==> config.mk <==
export PLATFORM = sky130hd
export DESIGN_NAME = nvdla_csb_master
export DESIGN_NICKNAME = d
export VERILOG_FILES = /design/src/rtl/nvdla_csb_master.sv
export SDC_FILE = /design/constraint.sdc
export NUM_CORES = 1
export LEC_CHECK = 0
export CORE_ASPECT_RATIO = 1.75
export CORE_UTILIZATION = 49
export CTS_BUF_LIST = sky130_fd_sc_hd__clkbuf_8
export DETAILED_ROUTE_END_ITERATION = 8
export GPL_TIMING_DRIVEN = 0
export PLACE_DENSITY = 0.78
export SLEW_MARGIN = 30
export SYNTH_ARGS = -nofsm -noshare
export SYNTH_HDL_FRONTEND = slang
export SYNTH_SLANG_ARGS = --single-unit
==> constraint.sdc <==
create_clock -name clk_i -period 2.2 [get_ports clk_i]
set_clock_uncertainty 0.05 [all_clocks]
set_input_delay 0.55 -clock clk_i [delete_from_list [all_inputs] [get_ports clk_i]]
set_output_delay 0.55 -clock clk_i [all_outputs]
set_load 0.01 [all_outputs]
==> src/rtl/nvdla_csb_master.sv <==
// ============================================================================
// Module   : nvdla_csb_master
// Brief    : CSB command sequencer with a command FIFO; an optional response
//            watchdog is compiled in with NVDLA_CSB_TIMEOUT_EN.
// Revision : 1.0 - initial release
// ============================================================================
`default_nettype none

module nvdla_csb_master #(
   parameter int unsigned FIFO_DEPTH     = 4,
   parameter int unsigned TIMEOUT_CYCLES = 1024
) (
   input  logic        clk_i,
   input  logic        rst_ni,
   input  logic        clear_i,
   input  logic        cmd_valid_i,
   output logic        cmd_ready_o,
   input  logic [31:0] cmd_addr_i,
   input  logic [31:0] cmd_wdat_i,
   input  logic        cmd_write_i,
   output logic        csb_valid_o,
   input  logic        csb_ready_i,
   output logic [15:0] csb_addr_o,
   output logic [31:0] csb_wdat_o,
   output logic        csb_write_o,
   output logic        csb_nposted_o,
   input  logic        csb_rvalid_i,
   input  logic [31:0] csb_rdata_i,
   input  logic        csb_wr_complete_i,
   output logic        rsp_valid_o,
   input  logic        rsp_ready_i,
   output logic [31:0] rsp_data_o,
   output logic        rsp_write_o,
   output logic        rsp_error_o,
   output logic        busy_o,
   output logic        unexp_o
);

   localparam int unsigned PTR_W   = $clog2(FIFO_DEPTH);
   localparam int unsigned CNT_W   = PTR_W + 1;
   localparam int unsigned ENTRY_W = 16 + 32 + 1;

   typedef enum logic [1:0] {
      ST_IDLE = 2'd0,
      ST_REQ  = 2'd1,
      ST_WAIT = 2'd2,
      ST_RSP  = 2'd3
   } state_e;

   state_e               state_q, state_d;
   logic [ENTRY_W-1:0]   mem_q [FIFO_DEPTH];
   logic [ENTRY_W-1:0]   mem_d [FIFO_DEPTH];
   logic [PTR_W-1:0]     wr_ptr_q, wr_ptr_d;
   logic [PTR_W-1:0]     rd_ptr_q, rd_ptr_d;
   logic [CNT_W-1:0]     count_q, count_d;
   logic                 csb_valid_q, csb_valid_d;
   logic [15:0]          csb_addr_q, csb_addr_d;
   logic [31:0]          csb_wdat_q, csb_wdat_d;
   logic                 csb_write_q, csb_write_d;
   logic                 rsp_valid_q, rsp_valid_d;
   logic [31:0]          rsp_data_q, rsp_data_d;
   logic                 rsp_write_q, rsp_write_d;
   logic                 unexp_q, unexp_d;
   logic                 push, pop, match, wrong_kind;
   logic [ENTRY_W-1:0]   head;
   logic                 unused_addr_bits;

`ifdef NVDLA_CSB_TIMEOUT_EN
   localparam int unsigned TO_W = $clog2(TIMEOUT_CYCLES) + 1;
   logic [TO_W-1:0]      to_cnt_q, to_cnt_d;
   logic                 rsp_error_q, rsp_error_d;
`else
   localparam int unsigned unused_timeout_cycles = TIMEOUT_CYCLES;
`endif

   assign unused_addr_bits = ^{cmd_addr_i[31:18], cmd_addr_i[1:0]};

   assign cmd_ready_o   = (count_q != CNT_W'(FIFO_DEPTH));
   assign push          = cmd_valid_i & cmd_ready_o;
   assign head          = mem_q[rd_ptr_q];
   // The kind of the outstanding request is held in csb_write_q after issue.
   assign match         = csb_write_q ? csb_wr_complete_i : csb_rvalid_i;
   assign wrong_kind    = csb_write_q ? csb_rvalid_i : csb_wr_complete_i;

   always_comb begin
      state_d     = state_q;
      mem_d       = mem_q;
      wr_ptr_d    = wr_ptr_q;
      rd_ptr_d    = rd_ptr_q;
      csb_valid_d = csb_valid_q;
      csb_addr_d  = csb_addr_q;
      csb_wdat_d  = csb_wdat_q;
      csb_write_d = csb_write_q;
      rsp_valid_d = rsp_valid_q;
      rsp_data_d  = rsp_data_q;
      rsp_write_d = rsp_write_q;
      unexp_d     = unexp_q;
      pop         = 1'b0;
`ifdef NVDLA_CSB_TIMEOUT_EN
      to_cnt_d    = to_cnt_q;
      rsp_error_d = rsp_error_q;
`endif

      case (state_q)
         ST_IDLE: begin
            if (count_q != '0) state_d = ST_REQ;
         end
         ST_REQ: begin
            csb_valid_d = 1'b1;
            // Load the head only before valid rises so the request holds still.
            if (!csb_valid_q) begin
               csb_addr_d  = head[ENTRY_W-1 -: 16];
               csb_wdat_d  = head[32:1];
               csb_write_d = head[0];
            end
            if (csb_valid_q && csb_ready_i) begin
               pop         = 1'b1;
               csb_valid_d = 1'b0;
               state_d     = ST_WAIT;
`ifdef NVDLA_CSB_TIMEOUT_EN
               to_cnt_d    = '0;
`endif
            end
         end
         ST_WAIT: begin
            if (wrong_kind) unexp_d = 1'b1;
            if (match) begin
               rsp_data_d  = csb_write_q ? 32'h0 : csb_rdata_i;
               rsp_write_d = csb_write_q;
               state_d     = ST_RSP;
`ifdef NVDLA_CSB_TIMEOUT_EN
               rsp_error_d = 1'b0;
            end else if (to_cnt_q == TO_W'(TIMEOUT_CYCLES - 1)) begin
               rsp_data_d  = 32'hDEAD_BEEF;
               rsp_write_d = csb_write_q;
               rsp_error_d = 1'b1;
               state_d     = ST_RSP;
            end else begin
               to_cnt_d    = to_cnt_q + 1'b1;
`endif
            end
         end
         default: begin
            rsp_valid_d = 1'b1;
            if (rsp_valid_q && rsp_ready_i) begin
               rsp_valid_d = 1'b0;
               state_d     = ST_IDLE;
            end
         end
      endcase

      if ((state_q != ST_WAIT) && (csb_rvalid_i || csb_wr_complete_i)) unexp_d = 1'b1;

      if (push) begin
         mem_d[wr_ptr_q] = {cmd_addr_i[17:2], cmd_wdat_i, cmd_write_i};
         wr_ptr_d        = wr_ptr_q + 1'b1;
      end
      if (pop) rd_ptr_d = rd_ptr_q + 1'b1;
      count_d = count_q + CNT_W'(push) - CNT_W'(pop);
   end

   always_ff @(posedge clk_i) begin
      mem_q <= mem_d;
   end

   always_ff @(posedge clk_i) begin
      if (!rst_ni || clear_i) begin
         state_q     <= ST_IDLE;
         wr_ptr_q    <= '0;
         rd_ptr_q    <= '0;
         count_q     <= '0;
         csb_valid_q <= 1'b0;
         csb_addr_q  <= '0;
         csb_wdat_q  <= '0;
         csb_write_q <= 1'b0;
         rsp_valid_q <= 1'b0;
         rsp_data_q  <= '0;
         rsp_write_q <= 1'b0;
         unexp_q     <= 1'b0;
`ifdef NVDLA_CSB_TIMEOUT_EN
         to_cnt_q    <= '0;
         rsp_error_q <= 1'b0;
`endif
      end else begin
         state_q     <= state_d;
         wr_ptr_q    <= wr_ptr_d;
         rd_ptr_q    <= rd_ptr_d;
         count_q     <= count_d;
         csb_valid_q <= csb_valid_d;
         csb_addr_q  <= csb_addr_d;
         csb_wdat_q  <= csb_wdat_d;
         csb_write_q <= csb_write_d;
         rsp_valid_q <= rsp_valid_d;
         rsp_data_q  <= rsp_data_d;
         rsp_write_q <= rsp_write_d;
         unexp_q     <= unexp_d;
`ifdef NVDLA_CSB_TIMEOUT_EN
         to_cnt_q    <= to_cnt_d;
         rsp_error_q <= rsp_error_d;
`endif
      end
   end

`ifdef NVDLA_CSB_TIMEOUT_EN
   assign rsp_error_o = rsp_error_q;
`else
   assign rsp_error_o = 1'b0;
`endif

   assign csb_valid_o   = csb_valid_q;
   assign csb_addr_o    = csb_addr_q;
   assign csb_wdat_o    = csb_wdat_q;
   assign csb_write_o   = csb_write_q;
   assign csb_nposted_o = 1'b1;
   assign rsp_valid_o   = rsp_valid_q;
   assign rsp_data_o    = rsp_data_q;
   assign rsp_write_o   = rsp_write_q;
   assign unexp_o       = unexp_q;
   assign busy_o        = (count_q != '0) || (state_q != ST_IDLE);

endmodule

`default_nettype wire
==> summary.md, run 1 <==
| Metric | Value |
|---|---|
| Synthesis-stage register bit count | 290 |
| R2r endpoint | count_q[2] |
| Via count of the routed design | 6255 |
| Port bufs | 175 |
| TritonCTS clock tree | done |
| Post-Syn Area | 0.01077 mm² |
| DRT Wirelength | 22450 µm |
| Max stage delay on crit path | between 0.4 and 0.5 ns |
| Worst-skew pair later-pin latency | 0.53 ns |
| Flop-to-flop setup slack | -0.08 ns |
| 1st-iter DRT viols | 263 |
| Final Non-Filler Cells | 1217 |
| Initial Util | approximately 50% |
| Seq/Total Area, Yosys | 72.10% |
| Setup_tns | -0.1816 ns |
| Core area | 0.02150 mm² |
| CP Capture Point | busy_o |
| Fmax | 0.4354 GHz |
| Top_reg_cell synth | edfxtp_1 |
| Syn. warnings | 0 |
| FILL cells | 1599 |
| Largest net degree at the start of global routing | 50 |
| Dominant cells by area after synthesis | edfxtp_1 (55%), dfxtp_1 (17%), mux4_2 (10%) |
| Post-synth top cells | edfxtp_1 (196), nand2_1 (106), dfxtp_1 (94) |
| CP top delay family | simple AND/OR/NAND/NOR gates |
| CTS Sinks | 290 |
| Cell total after placement | roughly 1100 |
| Hold Crit Class | reg -> reg |
| Netlist cell types | 39 |
| Die H | 198.2 µm |
| Syn_nets | 783 |
| Reported max-cap violation count | 0 |
| Nature of the critical path endpoint | output pin |
| Total CTS buffers | 40 |
| Top-count cell post-synth | edfxtp_1 |
| Layout cells sized above 1 | 20.76% |
| Slew @ Worst Pin | 0.8222 ns |
| Rel. slew slack | between 40 and 50% |
| H-tree Lvls | 2 |
| GRT Overall Usage | around a fifth |
| Placer Congestion | between 0.7 and 0.8 |
| Rows | 71 |
| I/O Pins | 194 |
| Critical Path Start | state_q[1] |
| Syn Area/Cell | 16.18 µm² |
| Hold_buf cts | 0 |
| Switching share of power | 21.00% |
| Crit-path slowest cell | or4b_4 |
| Antenna violations before repair | 0 |
| DRC viols | 0 |
| Die X | 114.1 µm |
| Async S/R FF share, synth | 0% |
| Final worst-path cycle share | 104.4% |
| Final setup margin | -0.09693 ns |
| Post-synth EDFFs | 196 |
| Max clock buf depth | 3 |
| Number of global-route vias before repair | 6606 |
| CP startpoint kind | register |
| First-pass GRT wire length | 34470 µm |
| Final nets | a little over 1000 |
| Grt ovf | 0 |
| FF-to-FF path depth | 11 |
| Number of diodes | 0 |
| Period minus WS final | ~2.3 ns |
| Synthesis-to-layout area growth | 28.70% |
| Crit Path Class | reg -> out |
| Crit-path cells | inv_4 -> ha_4 -> or4b_4 -> buf_6 |
| Layout Utilization | 64.49% |
| Clk root buf | clkbuf_8 |
| Logic gate share of total power | under 10% |
| CP arrival | 1.70 ns |
| Final Max Slew Viols | 0 |
| Post-route ant nets | 0 |
| Worst Path Required | 1.60 ns |
| Clock transition at path regs | 0.07 ns |
| Leakage | 4.526 nW |
| Buf/Inv on CP | 2 |
| HPWL Detailed | about 15000 µm |
| RSZ-0062 raised after global routing | yes |
| Failing checks | setup timing |
| VDD IR-drop max | 625.2 µV |
| Critical path depth in cells | 4 |
| Status | finished, violations left |
| Final setup viols | 2 |
| Seq pwr share | 56.1% |
| DR pass1 iterations | 4 |
| Cell count after synthesis | 666 |
| Crit path max fanout | 2 |
| Final hold viol count | 0 |
| Cell-internal power | 8.413 mW |
| Via-per-instance ratio | 5.140 |
| Pwr dens | 768.1 mW/mm² |
| Per-cell routed wire length | 18.45 µm |
| Clock power share | 38.7% |
| Reg-to-Reg Start | count_q[2] |
| Die ar. | 0.02261 mm² |
| Synth top area share | 54.63% |
| Switching power | 2.236 mW |
| Yosys top cell by area | edfxtp_1 |
| Hold_ws | approximately 0.40 ns |
-- repair_timing --
action,CTS,global route
buffers inserted,9,3
endpoints found under the setup margin,4,4
resized for setup,21,4
pin swaps,3,0
-- cells by family after synthesis --
logic type	count (synthesis)	synth area share, %
AO/OA/AOI/OAI	91	6.005
XOR/XNOR	5	0.4066
adder cells (fa/ha/maj)	12	1.463
buffers and inverters	50	3.171
flip-flops	290	72.10
multiplexers	52	10.56
other	2	0.06971
AND/OR/NAND/NOR	164	6.225
-- layer usage --
| layer | up-vias | GRT usage, % | share of wire, % | routed length, µm |
|---|---|---|---|---|
| met5 | - | 0 | 0 | 0 |
| met4 | 0 | 8.081 | 2.4 | 546 |
| met3 | 42 | 3.612 | 4.9 | 1110 |
| met2 | 205 | 39.08 | 55 | 12380 |
| met1 | 3072 | 21.62 | 37 | 8419 |
| li1 | 2936 | - | - | - |
-- power by group through the flow --
| stage | clock [mW] | sequential (mW) | combinational [mW] |
|---|---|---|---|
| floorplan | 0 | 6.09 | 0.214 |
| global placement | 0 | 6.08 | 0.524 |
| detailed placement | 0 | 6.09 | 0.538 |
| CTS | 4.23 | 5.97 | 0.556 |
| global route | 4.43 | 5.97 | 0.601 |
| finish | 4.12 | 5.97 | 0.557 |
-- tightest hold or removal path, cell delays in order, from the launching register on --
cell	delay [ns]
dfxtp_1	0.30
nand2_1	0.05
a21oi_1	0.05
-- placed cells by master (no fill, tap or decap), drive strengths merged, types with 4 or more instances in the layout --
master,Yosys,final
edfxtp,196,196
clkdlybuf4s50,0,173
nand2,106,106
dfxtp,94,94
clkbuf,12,58
a21oi,52,52
mux4,49,49
buf,30,43
nor2,41,41
a22oi,32,32
inv,8,16
clkinv,0,14
ha,11,11
and3,5,5
nand2b,4,4
-- flip-flops by register name, summed over array words and instances, names as in the netlist, 2 cells and up --
signal,flops
wr_ptr_q,2
rsp_data_o,32
count_q,3
state_q,2
csb_addr_o,16
mem_q,196
csb_wdat_o,32
rd_ptr_q,2
-- worst min-delay path by stage --
stage	from	slack, ns	endpoint	cells past startpoint
after floorplan	state_q[1]	0.42	state_q[1]	2
after global placement	csb_addr_o[14]	0.39	csb_addr_o[14]	2
after detailed placement	csb_wdat_o[5]	0.40	csb_wdat_o[5]	2
after CTS	csb_wdat_o[5]	0.41	csb_wdat_o[5]	2
after global routing	csb_wdat_o[16]	0.42	csb_wdat_o[16]	2
final	csb_addr_o[10]	0.40	csb_addr_o[10]	2
-- through the flow --
stage	area (µm²)	power (mW)	setup WS [ns]
2_1_floorplan	10790	6.299	-0.03213
3_3_place_gp	12900	6.608	-0.5986
3_5_place_dp	12920	6.628	-0.6222
4_1_cts	13830	10.75	-0.1266
5_1_grt	13860	11.00	-0.1919
6_report	13860	10.65	-0.09693
-- cell type report --
type | count | area (µm²) | share of cell area [%]
Clock buffer | 47 | 646.9 | 4.666
Multi-Input combinational cell | 326 | 2714 | 19.57
Clock inverter | 26 | 166.4 | 1.200
Sequential cell | 290 | 7784 | 56.14
Timing Repair Buffer | 187 | 1843 | 13.29
Inverter | 8 | 37.54 | 0.2707
Tap cell | 292 | 365.4 | 2.635
Buffer | 41 | 307.8 | 2.220
(Power assumes the default switching activity.)
==> run 2: changes to the inputs <==
Settings changed: GPL_TIMING_DRIVEN 0 to unset.
==> run 2 against run 1 <==
The flow still finishes with violations (setup timing). Combinational power rose by 3%. Setup slack improved by 0.032 ns. Clock power fell by 3%. Critical endpoint unchanged. Design area fell by 0.23%. Highest routed layer unchanged.
==> summary.md, run 2 (synthesized netlist as in run 1, its figures left out) <==
| Metric | Value |
|---|---|
| Max FFs per register | 196 |
| Number of global-route vias before repair | 6664 |
| Leakage | 4.550 nW |
| Per-cell routed wire length | 18.17 µm |
| Via-per-instance ratio | a little over 5 |
| VDD IR-drop max | roughly 530 µV |
| FILL cells | around 1600 |
| Initial Util | 50.11% |
| Switching power | 2.157 mW |
| Via count of the routed design | 6216 |
| CP arrival | 1.67 ns |
| First-pass GRT wire length | about 34000 µm |
| DRT Wirelength | approximately 22000 µm |
| Number of diodes | 0 |
| TritonCTS clock tree | done |
| H-tree Lvls | 2 |
| Final setup margin | -0.06533 ns |
| Largest net degree at the start of global routing | 50 |
| Worst Path Required | roughly 1.6 ns |
| CTS Sinks | 290 |
| Fmax | 0.4414 GHz |
| Commonest non-fill, non-tap cell in the layout | edfxtp_1 |
| 1st-iter DRT viols | 313 |
| Worst-skew pair later-pin latency | 0.52 ns |
| Grt ovf | 0 |
| Most frequent cells in the layout | edfxtp_1 (196), clkdlybuf4s50_1 (172), nand2_1 (106) |
| Antenna violations before repair | 0 |
| Post-route ant nets | 0 |
| RSZ-0062 raised after global routing | yes |
| Final Max Slew Viols | 0 |
| Layout cells sized above 1 | 20.09% |
| Switching share of power | 20.47% |
| Multi-input gate area in the final layout | 0.002701 mm² |
| Final setup viols | 1 |
| Rows | 71 |
| Max clock buf depth | 3 |
| Die H | 198.2 µm |
| CP startpoint kind | register |
| Port bufs | 175 |
| Final nets | 993 |
| Pwr dens | roughly 760 mW/mm² |
| Final hold viol count | 0 |
| Reported max-cap violation count | 0 |
| Clk root buf | clkbuf_8 |
| Final worst-path cycle share | 103.0% |
| Total CTS buffers | 39 |
| Crit path max fanout | 2 |
| Pre-CTS WS | -0.4106 ns |
| Nature of the critical path endpoint | output pin |
| Status | finished, violations left |
| Core area | around 0.021 mm² |
| HPWL Detailed | 13670 µm |
| Register area | around 0.008 mm² |
| PnR Total Power | 10.54 mW |
| Crit Path Class | reg -> out |
| Placer Congestion | 0.7567 |
| Die ar. | 0.02261 mm² |
| Logic gate share of total power | 5.5% |
| Clock transition at path regs | roughly 0.070 ns |
| Hold_buf cts | 0 |
| Clock power share | about 38% |
| DR pass1 iterations | 4 |
| Failing checks | setup timing |
| Largest reg by FF count | mem_q |
| Hold Crit Class | reg -> reg |
| Die X | between 100 and 150 µm |
| Synthesis-to-layout area growth | 28.41% |
| DRC viols | 0 |
| Period minus WS final | approximately 2.3 ns |
| Cell-internal power | 8.379 mW |
| I/O Pins | 194 |
| Seq pwr share | 56.6% |
| GRT Overall Usage | 19.87% |
run 2: through the flow:
step	area [µm²]	hold slack, ns	instances	utilization [%]	TNS, ns
floorplan	10790	0.4159	666	-	-0.03213
global placement	12980	0.3919	1121	60.39	-0.6413
detailed placement	12980	0.3977	1121	60.39	-0.6787
CTS	13810	0.4069	1196	64.26	-0.1122
global route	13830	0.4319	1198	64.35	-0.2355
finish	13830	0.4038	1198	64.35	-0.06533
run 2: worst max-delay path, cell delays in order, from the launching register on:
cell and delay (ns):
dfxtp_2 0.33, inv_2 0.08, ha_4 0.13, or4b_4 0.47, buf_6 0.14
run 2: layout make-up:
class                           instances  share of cell area [%]
Clock buffer                           46                   4.577
Clock inverter                         25                   1.113
Inverter                                8                  0.2171
Multi-Input combinational cell        326                   19.53
Sequential cell                       290                   56.23
Tap cell                              292                   2.641
Timing Repair Buffer                  211                   15.69
run 2: timing repair:
item | 4_1_cts | 5_1_grt
setup endpoints to repair | 3 | 4
buffers inserted | 4 | 2
resized for setup | 17 | 2
pin swaps | 4 | 1
run 2: path summary, 6_finish.rpt:
kind	from	endpoint	slack [ns]	depth (start not counted)
setup / recovery	state_q[0]	busy_o	-0.07	4
hold / removal	csb_wdat_o[12]	csb_wdat_o[12]	0.40	2
setup reg to reg	state_q[1]	count_q[2]	0.01	12
hold reg to reg	csb_wdat_o[12]	csb_wdat_o[12]	0.40	2
run 2: layer usage:
layer	vias to the layer above	track usage [%]	wire length (µm)
li1	2897	-	-
met1	3086	21.26	7936
met2	197	37.98	12200
met3	36	3.551	1131
met4	0	7.744	495
met5	-	0	0
run 2: power by group through the flow:
stage | Sequential [mW] | Clock, mW | Combinational, mW
floorplan | 6.09 | 0 | 0.214
global placement | 6.08 | 0 | 0.556
detailed placement | 6.08 | 0 | 0.566
CTS | 5.97 | 4.12 | 0.580
global route | 5.97 | 4.31 | 0.621
finish | 5.97 | 3.99 | 0.576
